$ cat src/rtl/serial_pattern_sequencer.sv
// Purpose: loads a word, rotates it out LSB-first on prescaled ticks, counts "0 then 1" matches.
// Latency: first bit shift 2**DIV_WIDTH clocks after start, done one cycle after the last shift.
// Backpressure: none; start is sampled only in IDLE, abort cancels a run, done is a 1-cycle pulse.
module serial_pattern_sequencer #(
  parameter int WIDTH     = 10,
  parameter int DIV_WIDTH = 25,
  parameter int CNT_WIDTH = 4
) (
  input  logic                     clock,
  input  logic                     reset_n,
  input  logic                     start,
  input  logic                     abort,
  input  logic [WIDTH-1:0]         load_data,
  output logic                     busy,
  output logic                     done,
  output logic                     serial_out,
  output logic [WIDTH-1:0]         shift_data,
  output logic [$clog2(WIDTH)-1:0] bit_index,
  output logic                     match,
  output logic [CNT_WIDTH-1:0]     match_count
);

  localparam int IDX_W = $clog2(WIDTH);

  localparam logic [1:0] ST_IDLE  = 2'd0;
  localparam logic [1:0] ST_SHIFT = 2'd1;
  localparam logic [1:0] ST_DONE  = 2'd2;

  // S0: waiting for a 0, S1: saw a 0, S2: saw "0 then 1" (match)
  localparam logic [1:0] DET_S0 = 2'd0;
  localparam logic [1:0] DET_S1 = 2'd1;
  localparam logic [1:0] DET_S2 = 2'd2;

  logic [1:0]           state;
  logic [1:0]           det_state;
  logic [1:0]           det_next;
  logic [DIV_WIDTH-1:0] prescaler;
  logic                 tick;
  logic                 last_bit;
  logic                 cnt_full;

  assign tick       = (state == ST_SHIFT) && (prescaler == {DIV_WIDTH{1'b1}});
  assign last_bit   = (bit_index == IDX_W'(WIDTH - 1));
  assign cnt_full   = (match_count == {CNT_WIDTH{1'b1}});
  assign busy       = (state == ST_SHIFT);
  assign done       = (state == ST_DONE);
  assign serial_out = shift_data[0];

  // Detector next state for the bit currently presented on serial_out
  always_comb begin
    det_next = DET_S0;
    case (det_state)
      DET_S0:  det_next = shift_data[0] ? DET_S0 : DET_S1;
      DET_S1:  det_next = shift_data[0] ? DET_S2 : DET_S1;
      DET_S2:  det_next = shift_data[0] ? DET_S0 : DET_S1;
      default: det_next = DET_S0;
    endcase
  end

  // Run control, rotating shift register, prescaler and match counting
  always_ff @(posedge clock or negedge reset_n) begin
    if (!reset_n) begin
      state       <= ST_IDLE;
      shift_data  <= '0;
      bit_index   <= '0;
      prescaler   <= '0;
      det_state   <= DET_S0;
      match       <= 1'b0;
      match_count <= '0;
    end else begin
      case (state)
        ST_IDLE: begin
          if (start) begin
            shift_data  <= load_data;
            bit_index   <= '0;
            prescaler   <= '0;
            det_state   <= DET_S0;
            match       <= 1'b0;
            match_count <= '0;
            state       <= ST_SHIFT;
          end
        end
        ST_SHIFT: begin
          if (abort) begin
            // Partial results stay visible; a coincident tick is dropped
            state <= ST_IDLE;
          end else begin
            prescaler <= prescaler + DIV_WIDTH'(1);
            if (tick) begin
              // Rotate so the word is restored after WIDTH ticks
              shift_data <= {shift_data[0], shift_data[WIDTH-1:1]};
              det_state  <= det_next;
              match      <= (det_next == DET_S2);
              bit_index  <= bit_index + IDX_W'(1);
              if ((det_next == DET_S2) && !cnt_full) begin
                match_count <= match_count + CNT_WIDTH'(1);
              end
              if (last_bit) begin
                state <= ST_DONE;
              end
            end
          end
        end
        ST_DONE: begin
          state <= ST_IDLE;
        end
        default: begin
          state <= ST_IDLE;
        end
      endcase
    end
  end

endmodule

$ cat config.mk
export PLATFORM = sky130hd
export DESIGN_NAME = serial_pattern_sequencer
export DESIGN_NICKNAME = d
export VERILOG_FILES = /design/src/rtl/serial_pattern_sequencer.sv
export SDC_FILE = /design/constraint.sdc
export NUM_CORES = 1
export LEC_CHECK = 0
export ABC_CLOCK_PERIOD_IN_PS = 2100
export CORE_MARGIN = 5
export CORE_UTILIZATION = 53
export CTS_BUF_LIST = sky130_fd_sc_hd__clkbuf_16
export DETAILED_ROUTE_END_ITERATION = 8
export GPL_TIMING_DRIVEN = 0
export PLACE_DENSITY = 0.83
export SKIP_CTS_REPAIR_TIMING = 1
export SLEW_MARGIN = 20
export SYNTH_ARGS = -nofsm -noshare
export SYNTH_HDL_FRONTEND = slang
export SYNTH_SLANG_ARGS = --single-unit
$ cat constraint.sdc
create_clock -name clock -period 2.1 [get_ports clock]
set_input_delay 0.63 -clock clock [delete_from_list [all_inputs] [get_ports clock]]
set_output_delay 0.63 -clock clock [all_outputs]
set_load 0.01 [all_outputs]
* After elaboration in Yosys (flattened, before gate mapping) *
Index checks and enable logic that the tools add are counted.

operators by class
  add/sub/neg operators = 3
  eq/ne operators = 14
  multiplexer cells = 31
  reduce and logical (&&, ||, !) cells = 11

operators with widths
  cell                     number
  $mux W25                 2
  $pmux W25 S2             1
  $mux W10                 3
  $add A25 B1 Y25 const B  1
  $eq A25 B25 Y1 const B   1
  $mux W4                  6
  $pmux W10 S2             1
  $mux W2                  8
  $pmux W4 S2              2
  $pmux W2 S2              3
  $add A4 B1 Y4 const B    2
  $eq A4 B4 Y1 const B     2
  $eq A2 B2 Y1 const B     3
  $ne A3 B2 Y1 const B     2
  $reduce_and A3 Y1        2
  $reduce_and A5 Y1        1
  $eq A2 B1 Y1 const B     2
  $logic_not A2 Y1         2
  $mux W1                  4
  $ne A2 B1 Y1 const B     2
  $ne A2 B2 Y1 const B     2
  $reduce_and A4 Y1        1
  $logic_and A1 B1 Y1      2
  $pmux W1 S2              1
  3 further kinds          3

word-level totals
  register bits = 48
  output and inout bits = 22

* Longest topological paths before layout *
  depth after elaboration = 9
  gate-level depth with buffers = 7
  mapped depth without buffers = 6

* Least setup slack after synthesis *
Ideal clock, no wire load.

  path type = input -> register
  start = input abort
  end = register prescaler[23]
  setup time = 132 ps
  arrival = 1733 ps
  setup slack = 235 ps
  stages on the path = 5
  path through = nand2b_1 > a2111oi_4 > nand4_1 > xor2_1 > nor2_1

between the ends
  longest elaborated chain between the ends = 2

RTL lines
  element                             RTL line  source
  from (decl)                         12        input logic abort,
  $ne A2 B2 Y1 (no source line)       --
  $reduce_and A3 Y1 (no source line)  --
  to (signal assigned)                88        prescaler <= prescaler + DIV_WIDTH'(1);
  to (decl)                           37        logic [DIV_WIDTH-1:0] prescaler;

Every way passes these cells.
A chain may end at the register's enable or synchronous reset.

* Final worst setup path *
  start = register shift_data[0]
  end = output shift_data[0]

RTL lines
  element                 RTL line  source
  from (decl)             17        output logic [WIDTH-1:0] shift_data,
  from (signal assigned)  74        shift_data <= load_data;
  from (signal assigned)  91        shift_data <= {shift_data[0], shift_data[WIDTH-1:1]};

No word-level cell between the ends.

==> flow_summary_export.csv <==
group,metric,value,unit
synthesis,synth_enable_flop_cells,0,
timing,finalHoldViolations,0,
placed_design,gp_congestion,0.839,
cts,cts_tree,"yes",
power_and_ir_drop,ir_drop,0.000534,V
placed_design,place.port_buffers,35,
cts,insertion_delay,0.29,ns
routing,first_pass_iters,4,
timing,max_slew.worst_pin.slew,0.549,ns
critical_path,crit_path_end_kind,"primary output",
routing,viasPerCell,5.53,
final_layout,fin_cells,356,
die,die_area,6290,sq um
synthesis,yosysSeqAreaShare,47.2,%
final_layout,fin_util,67.8,%
power_and_ir_drop,leakage,1.43,nW
power_and_ir_drop,power_density,859,nW/um^2
synthesis,syn_area,2550,sq um
synthesis,async_reset_ff_share,100,%
final_layout,drive_gt1_share,16.2,%
synthesis,yosysWarnings,0,
hold_path,holdCritPathClass,"input port to async pin",
final_layout,final_nets,319,
cts,cts_buffers,5,
grt,grt_overflow,0,
timing,rsz0062_at_grt,"false",
synthesis,synth_ff_type,"dfrtp_1",
synthesis,postSynthCellCount,256,
timing,max_freq,491,MHz
die,coreArea,4690,sq um
timing,slew_violations,0,
final_layout,syn_to_final_growth,24.9,%
cts,cts-root-buf,"clkbuf_16",
die,rows,25,
grt,grt_pass1_wl,9600,um
die,io_pins,36,
routing,first_iter_violations,151,
critical_path,cp.arrival,1.41,ns
timing,clock_skew,0.00649,ns
routing,wirelength,5630,um
grt,grt_max_degree,26,
placed_design,dp_cells,346,
cts,clk_path_buf_depth,2,
timing,fin_setup_tns,0,ns
routing,ant_nets,0,
synthesis,synth_fp_nets,274,
cts,htree_levels,2,
critical_path,cp_max_fo,6,
cts,clkSlewWorstSetupHoldPaths,0.06,ns
final_layout,diodes,0,
final_layout,final.fill_count,355,
grt,antenna_found_initial,0,
routing,wl_per_cell,15.8,um
synthesis,synth-seq-cells,48,
routing,num_vias,1970,
die,start_util,54.3,%
synthesis,syn_area_per_cell,9.95,sq um
placed_design,dp_hpwl,3830,um
synthesis,synth.distinct_cells,46,
die,die_w,79.3,um
grt,grt_usage,19.2,%
timing,setup_viol,0,
die,chipHeight,79.3,um
timing,slew_headroom,63.4,%
outcome,status,"finished, final reports clean",
job,cap_violations,0,
grt,grt_pass1_vias,1986,
critical_path,cp.required,1.47,ns
critical_path,cp-start-kind,"register",
critical_path,path_class,"register to primary output",
timing,period_share,97.0,%
routing,drc,0,
timing,min_period,2.04,ns
cts,cts_sinks,48,
critical path, cell delays in order, from the launching register on:
cell	delay, ns
dfrtp_1	0.45
buf_4	0.14
clkdlybuf4s50_1	0.53
worst paths after layout:
kind                                     from            end  slack [ns]  depth (start not counted)
worst max-delay path            shift_data[0]  shift_data[0]        0.06                          2
worst min-delay path                  reset_n   prescaler[7]        0.32                          1
worst max register to register   prescaler[0]  shift_data[4]        0.17                          7
worst min register to register  prescaler[24]  prescaler[24]        0.52                          2
max in group asynchronous             reset_n       state[1]        1.23                          2
min in group clock              prescaler[24]  prescaler[24]        0.52                          2
cells in the final DEF, fill, tap and decap left out, drive strengths merged, types with 2 or more instances in the layout:
cell type / synthesis / layout
ha: 4 / 4
nand3: 11 / 11
nor3: 4 / 4
clkbuf: 5 / 8
mux2: 14 / 14
a21o: 3 / 3
xor2: 14 / 14
nor4: 5 / 5
and2: 2 / 2
dlymetal6s2s: 0 / 2
nand4: 10 / 10
nand2b: 3 / 3
dfrtp: 48 / 48
inv: 5 / 6
a22o: 2 / 2
o21ai: 3 / 3
nor2: 32 / 32
xnor2: 8 / 8
a21oi: 4 / 4
and4: 4 / 4
o22ai: 2 / 2
buf: 6 / 12
clkdlybuf4s50: 0 / 32
and3: 4 / 4
nand2: 44 / 44
nand3b: 4 / 4
nand4b: 2 / 2
cells by family after synthesis:
family	share of synthesized area [%]
adders and majority gates	1.96
AOI/OAI and AO/OA	7.32
DFF	47.2
and+or+nand+nor	26.0
xor gates and xnor gates	7.56
muxes	6.58
buffers and inverters	3.44
power by group:
group	internal (W)	total, W	leakage [nW]	switching, W
sequential	0.00106	0.00118	0.640	0.000118
combinational	0.000437	0.000786	0.725	0.000349
clock	0.000433	0.000765	0.0687	0.000332
total	0.00193	0.00273	1.43	0.000798
Yosys cell counts, types with 4 or more instances:
cell | instances | area (sq um)
nor2_1 | 32 | 120
nand3_1 | 10 | 50.1
nand2_1 | 44 | 165
inv_1 | 5 | 18.8
nand4_1 | 9 | 56.3
nor4_1 | 5 | 31.3
and3_1 | 4 | 25.0
xnor2_1 | 8 | 70.1
clkbuf_1 | 5 | 18.8
dfrtp_1 | 48 | 1200
xor2_1 | 14 | 123
ha_1 | 4 | 50.1
nand3b_1 | 4 | 30.0
mux2_2 | 14 | 158
layout make-up:
type / count / area (sq um) / area share (%)
Clock inverter: 3 / 15.0 / 0.472
Clock buffer: 5 / 125 / 3.93
Inverter: 5 / 18.8 / 0.590
Tap cell: 54 / 67.6 / 2.12
Sequential cell: 48 / 1200 / 37.8
Buffer: 10 / 75.1 / 2.36
Multi-Input combinational cell: 192 / 1280 / 40.3
Timing Repair Buffer: 39 / 397 / 12.5
sequential cells by signal (all words and copies together) (netlist names):
register and count:
prescaler 25, shift_data 10, bit_index 4, match_count 4
det_state 2, state 2, match 1
routing by layer:
metal | part of all wire, % | up-vias | track usage, %
li1 | - | 976 | -
met1 | 47 | 940 | 27.1
met2 | 48 | 40 | 29.5
met3 | 3.1 | 14 | 3.97
met4 | 2.0 | 0 | 6.53
met5 | 0 | - | 0
stage by stage:
step | power [W] | setup WS, ns | hold slack (ns) | area [sq um]
5_1_grt | 0.00287 | 0.00993 | 0.369 | 3180
3_5_place_dp | 0.00195 | -0.560 | 0.503 | 2980
4_1_cts | 0.00272 | -0.876 | 0.343 | 3120
6_report | 0.00273 | 0.0633 | 0.324 | 3180
3_3_place_gp | 0.00192 | -0.929 | 0.485 | 2970
2_1_floorplan | 0.00156 | 0.235 | 0.334 | 2550
Power figures use the tool's default switching activity.
